File: src/rtl/mul_seq_ctrl_pkg.sv
// Shared definitions for the sequential signed multiplier: state encoding,
// default operand width and the iteration-counter width rule.
package mul_seq_ctrl_pkg;

    typedef enum logic [2:0] {
        S_IDLE = 3'd0,
        S_ABS  = 3'd1,
        S_MUL  = 3'd2,
        S_SIGN = 3'd3,
        S_DONE = 3'd4
    } state_t;

    localparam int DEFAULT_L = 16;

    // Counter must reach L, one past the last MUL iteration index.
    function automatic int cnt_w(input int l);
        return $clog2(l + 1);
    endfunction

endpackage

File: src/rtl/mul_datapath.sv
// Operand, accumulator and result registers for the shift-add multiplier.
// Negator/adder/shift are enabled one step per cycle by mul_seq_ctrl.
module mul_datapath
    import mul_seq_ctrl_pkg::*;
#(
    parameter int L = DEFAULT_L
) (
    input  logic           clk,
    input  logic           rst_n,
    input  logic           load_i,
    input  logic           abs_i,
    input  logic           step_i,
    input  logic           sign_i,
    input  logic [L-1:0]   a_i,
    input  logic [L-1:0]   b_i,
    output logic [2*L-1:0] product_o,
    output logic           ovf_lo_o
);

    logic [L-1:0]   a_q, a_d, b_q, b_d;
    logic [L-1:0]   mcand_q, mcand_d, mplier_q, mplier_d;
    logic           sign_q, sign_d;
    logic [2*L:0]   acc_q, acc_d;
    logic [2*L-1:0] product_q, product_d;
    logic           ovf_q, ovf_d;

    logic [L:0]     sum;
    logic [2*L:0]   acc_add;
    logic [2*L-1:0] mag, signed_prod;
    logic [L:0]     hi_bits;

    always_comb begin
        a_d       = a_q;
        b_d       = b_q;
        sign_d    = sign_q;
        mcand_d   = mcand_q;
        mplier_d  = mplier_q;
        acc_d     = acc_q;
        product_d = product_q;
        ovf_d     = ovf_q;

        // Adder works on the upper half; acc_q[2L] is the carry slot.
        sum         = acc_q[2*L:L] + {1'b0, (mplier_q[0] ? mcand_q : {L{1'b0}})};
        acc_add     = {sum, acc_q[L-1:0]};
        mag         = acc_q[2*L-1:0];
        signed_prod = sign_q ? (~mag + (2*L)'(1)) : mag;
        hi_bits     = signed_prod[2*L-1:L-1];

        if (load_i) begin
            a_d    = a_i;
            b_d    = b_i;
            sign_d = a_i[L-1] ^ b_i[L-1];
        end
        if (abs_i) begin
            // -2^(L-1) negates to itself, which read unsigned is the right magnitude.
            mcand_d  = a_q[L-1] ? (~a_q + L'(1)) : a_q;
            mplier_d = b_q[L-1] ? (~b_q + L'(1)) : b_q;
            acc_d    = '0;
        end
        if (step_i) begin
            acc_d    = acc_add >> 1;
            mplier_d = mplier_q >> 1;
        end
        if (sign_i) begin
            product_d = signed_prod;
            ovf_d     = !((&hi_bits) || !(|hi_bits));
        end
    end

    always_ff @(posedge clk or negedge rst_n) begin
        if (!rst_n) begin
            a_q       <= '0;
            b_q       <= '0;
            sign_q    <= 1'b0;
            mcand_q   <= '0;
            mplier_q  <= '0;
            acc_q     <= '0;
            product_q <= '0;
            ovf_q     <= 1'b0;
        end else begin
            a_q       <= a_d;
            b_q       <= b_d;
            sign_q    <= sign_d;
            mcand_q   <= mcand_d;
            mplier_q  <= mplier_d;
            acc_q     <= acc_d;
            product_q <= product_d;
            ovf_q     <= ovf_d;
        end
    end

    assign product_o = product_q;
    assign ovf_lo_o  = ovf_q;

endmodule

File: src/rtl/mul_seq_ctrl.sv
// Sequential signed multiplier: IDLE, ABS, L x MUL, SIGN, DONE; one op per L+4 cycles.
// in_ready only in IDLE; result held in DONE until out_ready.
module mul_seq_ctrl
    import mul_seq_ctrl_pkg::*;
#(
    parameter int L = DEFAULT_L
) (
    input  logic           clk,
    input  logic           rst_n,
    input  logic           in_valid,
    output logic           in_ready,
    input  logic [L-1:0]   a,
    input  logic [L-1:0]   b,
    output logic           out_valid,
    input  logic           out_ready,
    output logic [2*L-1:0] product,
    output logic           ovf_lo
);

    localparam int CW = cnt_w(L);

    state_t        state_q, state_d;
    logic [CW-1:0] cnt_q, cnt_d;
    logic          load_en, abs_en, step_en, sign_en;

    always_comb begin
        state_d   = state_q;
        cnt_d     = cnt_q;
        load_en   = 1'b0;
        abs_en    = 1'b0;
        step_en   = 1'b0;
        sign_en   = 1'b0;
        in_ready  = 1'b0;
        out_valid = 1'b0;
        case (state_q)
            S_IDLE: begin
                in_ready = 1'b1;
                if (in_valid) begin
                    load_en = 1'b1;
                    state_d = S_ABS;
                end
            end
            S_ABS: begin
                abs_en  = 1'b1;
                cnt_d   = '0;
                state_d = S_MUL;
            end
            S_MUL: begin
                step_en = 1'b1;
                cnt_d   = cnt_q + CW'(1);
                if (cnt_q == CW'(L - 1)) begin
                    state_d = S_SIGN;
                end
            end
            S_SIGN: begin
                sign_en = 1'b1;
                state_d = S_DONE;
            end
            S_DONE: begin
                out_valid = 1'b1;
                if (out_ready) begin
                    state_d = S_IDLE;
                end
            end
            default: state_d = S_IDLE;
        endcase
    end

    always_ff @(posedge clk or negedge rst_n) begin
        if (!rst_n) begin
            state_q <= S_IDLE;
            cnt_q   <= '0;
        end else begin
            state_q <= state_d;
            cnt_q   <= cnt_d;
        end
    end

    mul_datapath #(.L(L)) u_dp (
        .clk       (clk),
        .rst_n     (rst_n),
        .load_i    (load_en),
        .abs_i     (abs_en),
        .step_i    (step_en),
        .sign_i    (sign_en),
        .a_i       (a),
        .b_i       (b),
        .product_o (product),
        .ovf_lo_o  (ovf_lo)
    );

endmodule

File: config.mk
export PLATFORM = sky130hd
export DESIGN_NAME = mul_seq_ctrl
export DESIGN_NICKNAME = d
export VERILOG_FILES = /design/src/rtl/mul_seq_ctrl_pkg.sv /design/src/rtl/mul_datapath.sv /design/src/rtl/mul_seq_ctrl.sv
export SDC_FILE = /design/constraint.sdc
export NUM_CORES = 1
export LEC_CHECK = 0
export ABC_CLOCK_PERIOD_IN_PS = 3700
export CELL_PAD_IN_SITES_DETAIL_PLACEMENT = 1
export CELL_PAD_IN_SITES_GLOBAL_PLACEMENT = 1
export CORE_MARGIN = 2
export CORE_UTILIZATION = 30
export CTS_CLUSTER_DIAMETER = 120
export CTS_CLUSTER_SIZE = 28
export DETAILED_ROUTE_END_ITERATION = 7
export PLACE_DENSITY_LB_ADDON = 0.1
export SYNTH_ARGS = -nofsm -noshare
export SYNTH_HDL_FRONTEND = slang
export SYNTH_SLANG_ARGS = --single-unit
export TNS_END_PERCENT = 100
File: constraint.sdc
create_clock -name clk -period 3.7 [get_ports clk]
set_clock_uncertainty 0.2 [all_clocks]
set_input_delay 0.37 -clock clk [delete_from_list [all_inputs] [get_ports clk]]
set_output_delay 0.37 -clock clk [all_outputs]
set_load 0.03 [all_outputs]
Word level (Yosys, flattened, before mapping)
Cells that the tools add are included.
{"block": "op_classes", "addsub": 5, "n_eq_ne": 8, "muxes": 20, "bitwise_logic": 4, "reduce_logical": 9}
{"op": "16-bit 2-to-1 mux", "n": 5}
{"op": "33-bit 2-to-1 mux", "n": 2}
{"op": "16-bit by 1-bit adder with 16-bit output (second input constant)", "n": 2}
{"op": "32-bit by 1-bit adder with 32-bit output (second input constant)", "n": 1}
{"op": "32-bit 2-to-1 mux", "n": 1}
{"op": "16-bit inverter", "n": 2}
{"op": "32-bit inverter", "n": 1}
{"op": "17-bit by 16-bit adder with 17-bit output", "n": 1}
{"op": "17-bit AND reduction", "n": 1}
{"op": "17-bit OR reduction", "n": 1}
{"op": "3-bit one-hot mux with 5 select lines", "n": 1}
{"op": "5-bit one-hot mux with 2 select lines", "n": 1}
{"op": "3-bit 2-to-1 mux", "n": 3}
{"op": "1-bit 2-to-1 mux", "n": 7}
{"op": "3-bit by 2-bit equality test with 1-bit output (second input constant)", "n": 2}
{"op": "2-bit inequality test (second input constant)", "n": 3}
{"op": "5-bit by 1-bit adder with 5-bit output (second input constant)", "n": 1}
{"op": "5-bit by 4-bit equality test with 1-bit output (second input constant)", "n": 1}
{"op": "2-bit nonzero test", "n": 2}
{"op": "3-bit by 1-bit equality test with 1-bit output (second input constant)", "n": 1}
{"op": "3-bit equality test (second input constant)", "n": 1}
{"op": "3-bit zero test", "n": 1}
{"op": "3-bit AND reduction", "n": 1}
{"op": "1-bit zero test", "n": 2}
{"op": "other kinds (2)", "n": 2}
{"block": "totals", "regBits": 139, "in_bits": 36, "output_inout_bits": 35, "word_cells": 56}

Longest topological paths before layout
Gate-level depths: netlist of run 1.
{"block": "depth", "depth_word": 7, "depth_mapped": 13, "ltp_nobuf": 12}

Hierarchy
Synthesis of run 1 repeated with hierarchy kept, for this count alone.
{"block": "unflattened", "cells_unflattened": 811, "area_unflattened_um2": 7728.7}
{"mod": "mul_datapath", "instances": 1, "cells_per_inst": 776, "area_per_inst_um2": 7307.0, "seq_area_each_um2": 3253.1}
{"mod": "mul_seq_ctrl", "instances": 1, "cells_per_inst": 35, "area_per_inst_um2": 421.7, "seq_area_each_um2": 200.2}

Least setup slack after synthesis of run 1
No wires, ideal clock.
{"block": "synth_timing", "kind": "register -> register", "start": "register u_dp.acc_q[20]", "end": "register u_dp.ovf_q (netlist: u_dp.ovf_lo_o)", "setup_time_ps": 138, "arrival_time_ps": 2798, "required_time_ps": 3362, "slack_ps": 564, "path_stages_with_launch": 9, "n_path_buf": 0, "synth_period_minus_slack_ps": 3136, "cell_sequence": "dfrtp_1 or4_1 or4_4 or4_4 o31ai_4 xor2_1 nand3_1 nor4_1 a221oi_2"}
{"block": "synth_via", "elab_chain_cells": 7, "word_cells_on_any_way": 8, "classes_between": "1 x add/sub; 1 x mux; 1 x bitwise; 5 x reduce/logical"}
{"element": "start: declaration", "line_no": "mul_datapath.sv:23", "text": "logic [2*L:0] acc_q, acc_d;"}
{"element": "start signal: assignment", "line_no": "mul_datapath.sv:77", "text": "acc_q <= '0;"}
{"element": "start signal: assignment", "line_no": "mul_datapath.sv:86", "text": "acc_q <= acc_d;"}
{"element": "32-bit inverter", "line_no": "mul_datapath.sv:46", "text": "signed_prod = sign_q ? (~mag + (2*L)'(1)) : mag;"}
{"element": "32-bit by 1-bit adder with 32-bit output", "line_no": "mul_datapath.sv:46"}
{"element": "32-bit 2-to-1 mux *", "line_no": "mul_datapath.sv:46"}
{"element": "17-bit OR reduction", "line_no": "mul_datapath.sv:66", "text": "ovf_d = !((&hi_bits) || !(|hi_bits));"}
{"element": "1-bit zero test", "line_no": "mul_datapath.sv:66"}
{"element": "1-bit logical OR *", "line_no": "mul_datapath.sv:66"}
{"element": "1-bit zero test *", "line_no": "mul_datapath.sv:66"}
{"element": "end signal: assignment", "line_no": "mul_datapath.sv:88", "text": "ovf_q <= ovf_d;"}
{"element": "end: declaration", "line_no": "mul_datapath.sv:25", "text": "logic ovf_q, ovf_d;"}
Mark *: on every way between the ends. The rest lies on a longest branch, timed or not.
A chain may end at the register's enable or synchronous reset.

Worst setup path in the final report of run 1
{"block": "layout_timing", "start": "register u_dp.acc_q[10]", "end": "register u_dp.ovf_q (netlist: u_dp.ovf_lo_o)"}
{"block": "layout_via", "elab_chain_cells": 7, "word_cells_on_any_way": 8, "classes_between": "1 x add/sub; 1 x mux; 1 x bitwise; 5 x reduce/logical"}
{"element": "32-bit inverter *", "line_no": "mul_datapath.sv:46"}
{"element": "32-bit by 1-bit adder with 32-bit output *", "line_no": "mul_datapath.sv:46"}
{"element": "32-bit 2-to-1 mux *", "line_no": "mul_datapath.sv:46"}
{"element": "17-bit OR reduction", "line_no": "mul_datapath.sv:66"}
{"element": "1-bit zero test", "line_no": "mul_datapath.sv:66"}
{"element": "1-bit logical OR *", "line_no": "mul_datapath.sv:66"}
{"element": "1-bit zero test *", "line_no": "mul_datapath.sv:66"}
Marks and branches as above.

==> results of run 1 <==
## power by group through the flow
stage | registers, mW | clock network, mW | logic [mW]
after floorplan | 2.72 | 0 | 2.78
after global placement | 2.69 | 0 | 3.87
after detailed placement | 2.73 | 0 | 4.00
after CTS | 2.71 | 1.83 | 4.01
after global routing | 2.80 | 1.89 | 4.40
final | 2.70 | 1.78 | 3.93
## state kept, by name (all words and copies together) (netlist names)
name	count
u_dp.b_q	16
state_q	3
u_dp.mplier_q	16
u_dp.ovf_lo_o	1
u_dp.sign_q	1
u_dp.product_o	32
u_dp.acc_q	32
cnt_q	5
u_dp.a_q	16
u_dp.mcand_q	16
## cell families (layout without fill, tap and decap cells)
group                      after synthesis  in the layout  synth area share
and+or+nand+nor                        197            197             0.134
AOI/OAI and AO/OA                      193            193             0.179
DFF                                    138            138             0.481
xor gates and xnor gates                68             68            0.0830
buffers and inverters                   57            134            0.0310
muxes                                   34             34            0.0526
adders and majority gates               22             22            0.0394
## cell usage after synthesis (4+ instances only)
| master | instances | area, µm² |
|---|---|---|
| or4_1 | 9 | 67.6 |
| a22oi_1 | 14 | 105 |
| clkbuf_1 | 31 | 116 |
| o41ai_1 | 11 | 96.3 |
| nand2_1 | 93 | 349 |
| nor4_1 | 5 | 31.3 |
| xor2_1 | 53 | 464 |
| a22o_1 | 16 | 140 |
| nand4_1 | 6 | 37.5 |
| o21a_1 | 4 | 30.0 |
| nor3_1 | 7 | 35.0 |
| and2_1 | 18 | 113 |
| buf_1 | 7 | 26.3 |
| inv_1 | 17 | 63.8 |
| o21ai_0 | 98 | 490 |
| xnor2_1 | 15 | 131 |
| mux2_2 | 28 | 315 |
| ha_1 | 21 | 263 |
| mux2i_1 | 4 | 40.0 |
| nor2_1 | 22 | 82.6 |
| a21oi_1 | 11 | 55.1 |
| o31ai_1 | 10 | 75.1 |
| or2_2 | 5 | 31.3 |
| nor2b_1 | 4 | 25.0 |
| or3_1 | 10 | 62.6 |
| o31ai_4 | 4 | 85.1 |
| nand3_1 | 6 | 30.0 |
| dfrtp_1 | 138 | 3450 |
## per-layer routing
layer	vias up	global-route usage	wire [µm]
met5	-	0	0
met4	0	0.0489	240
met3	20	0.0261	445
met2	79	0.246	8290
met1	2694	0.200	8700
li1	2663	-	-
## cells in the final DEF, fill, tap and decap left out, types with 11 or more instances in the layout
cell type	synthesis	layout
nor2_1	22	21
clkdlybuf4s50_1	0	69
xnor2_1	15	15
inv_1	17	17
dfrtp_1	138	138
xor2_1	53	53
o21ai_0	98	98
mux2_2	28	28
and2_1	18	18
a21oi_1	11	11
a22o_1	16	16
o41ai_1	11	11
ha_1	21	21
a22oi_1	14	14
clkbuf_16	0	17
nand2_1	93	93
buf_4	0	14
## layout make-up
cell class / instances / area, µm²
Fill cell: 2644 / 14600
Clock buffer: 18 / 439
Inverter: 17 / 63.8
Sequential cell: 138 / 3450
Clock inverter: 14 / 169
Tap cell: 319 / 399
Timing Repair Buffer: 85 / 817
Multi-Input combinational cell: 514 / 3500
## final timing paths
path / startpoint / end / slack, ns / cells past startpoint
max: u_dp.acc_q[10] / u_dp.ovf_lo_o / 0.22 / 8
min: u_dp.product_o[15] / u_dp.product_o[15] / 0.28 / 1
max reg2reg: u_dp.acc_q[10] / u_dp.ovf_lo_o / 0.22 / 8
min reg2reg: u_dp.product_o[15] / u_dp.product_o[15] / 0.28 / 1
max in group asynchronous: rst_n / u_dp.product_o[27] / 2.00 / 3
min in group asynchronous: rst_n / u_dp.product_o[8] / 0.41 / 2
## through the flow
| step | util | setup slack (ns) |
|---|---|---|
| final | 0.377 | 0.222 |
| after global routing | 0.377 | 0.0250 |
| after CTS | 0.377 | 0.220 |
| after detailed placement | 0.350 | 0.228 |
| after global placement | 0.350 | 0.330 |
| after floorplan | - | 0.564 |
==> reports/metrics.csv, run 1 <==
stage;metric;value;unit
run_status;status;complete, no violations;
final_layout;area_delta_synth_final;23.2;%
global_route;antenna_found_initial;0;
worst_setup_path;critPathKind;reg2reg;
worst_setup_path;slowest_stage;or4_1;
worst_setup_path;cpLargestDelayFamily;simple AND/OR/NAND/NOR gates;
placement;routabilityCongestion;0.772;
yosys;synth_cells;709;
power;swShare;0.427;
final_layout;fin_cells;1105;
placement;dp.cells;1072;
placement;placed_area;8230;µm²
die;die_x;159;µm
routing;wire_per_inst;16.0;µm
power;p_seq_frac;0.321;
flow_run;drv_cap;0;
timing;hold_viol;0;
power;powerDensity;950;nW/µm²
timing;min_period;3.48;ns
routing;first_iter_violations;225;
yosys;synthFlopType;dfrtp_1;
power;p_sw;3.59;mW
worst_setup_path;worstPathRequired;3.77;ns
placement;io_buffers;70;
yosys;synth_warnings;0;
placement;dp.final_hpwl;12700;µm
worst_setup_path;path_max_fanout;6;
timing;setup_tns;0;ns
die;dieArea;25200;µm²
clock_network;clk_path_buf_depth;2;
power;combPwrFrac;0.468;
power;p_total;8.40;mW
worst_setup_path;cp_common_cell;or4_1;
global_route;overflow;0;
timing;grt_setup_unrepaired;no;
routing;drt-total-wl;17700;µm
yosys;async_flop_share;1.00;
worst_setup_path;cp_cell_sequence;or4_1 > or4_1 > or3_1 > o31ai_4 > xnor2_1 > nor4_1 > and4b_1 > a221oi_2;
die;rows;56;
routing;antenna_left;0;
die;die_h;159;µm
global_route;grt_usage;0.149;
global_route;grt_pass1_wl;29600;µm
yosys;syn_nets;767;
routing;vias_per_cell;4.94;
clock_network;cts_hold_buf;1;
worst_setup_path;end_kind;flip-flop;
timing;tightest_slew;0.971;ns
timing;fmax;288;MHz
power;vdd_drop_max;0.383;mV
yosys;yosysUniqueCellTypes;58;
final_layout;diodes;0;
routing;num_vias;5456;
clock_network;clock_sinks;138;
worst_setup_path;critPathLaunchType;flip-flop;
clock_network;postCtsResizedCells;0;
yosys;synth-edff-count;0;
routing;dr.pass1.iters;4;
clock_network;htree_levels;4;
timing;setup_viol_count_final;0;
power;power.internal;4.81;mW
power;p_leak;3.83;nW
routing;drc;0;
yosys;netlist_area;7180;µm²
timing;maxSlewHeadroom;0.352;
power;p_clk_frac;0.211;
final_layout;drive_above_1_share;0.117;
yosys;ys_seq_area_frac;0.481;
worst_setup_path;cp.arrival;3.55;ns
timing;layout_worst_path_cycle_share;0.940;
die;top_level_ports;71;
timing;maxSlewViolCount;0;
die;core;23500;µm²
yosys;postSynthAreaPerCell;10.1;µm²
clock_network;cts_setup_buffers;0;
global_route;grt_max_degree;102;
yosys;synth_seq_cells;138;
final_layout;nets;831;
die;start_util;0.306;
final_layout;design_area;8840;µm²
min_path;hold_class;reg2reg;
worst_setup_path;critical_path.max_stage_delay;0.58;ns
clock_network;clockRootBuffer;clkbuf_16;
global_route;grt_pass1_vias;5679;
timing;timing.hold.ws;0.276;ns
clock_network;worstSkewPairLatency;0.42;ns
clock_network;cts_tree;yes;
worst_setup_path;cp.buffers_inverters;0;
clock_network;path_clk_slew;0.06;ns
clock_network;cts_buffers;17;
(Power assumes the default switching activity.)
==> inputs of run 2 (changes only) <==
Settings changed: CAP_MARGIN from default to 5.
==> results of run 2 <==
Final layout, timing and power as in run 1 (identical DEF).
==> inputs of run 3 (changes only) <==
Settings changed: SKIP_LAST_GASP from default to 1.
==> results of run 3 <==
Final layout, timing and power as in run 1 (identical DEF).
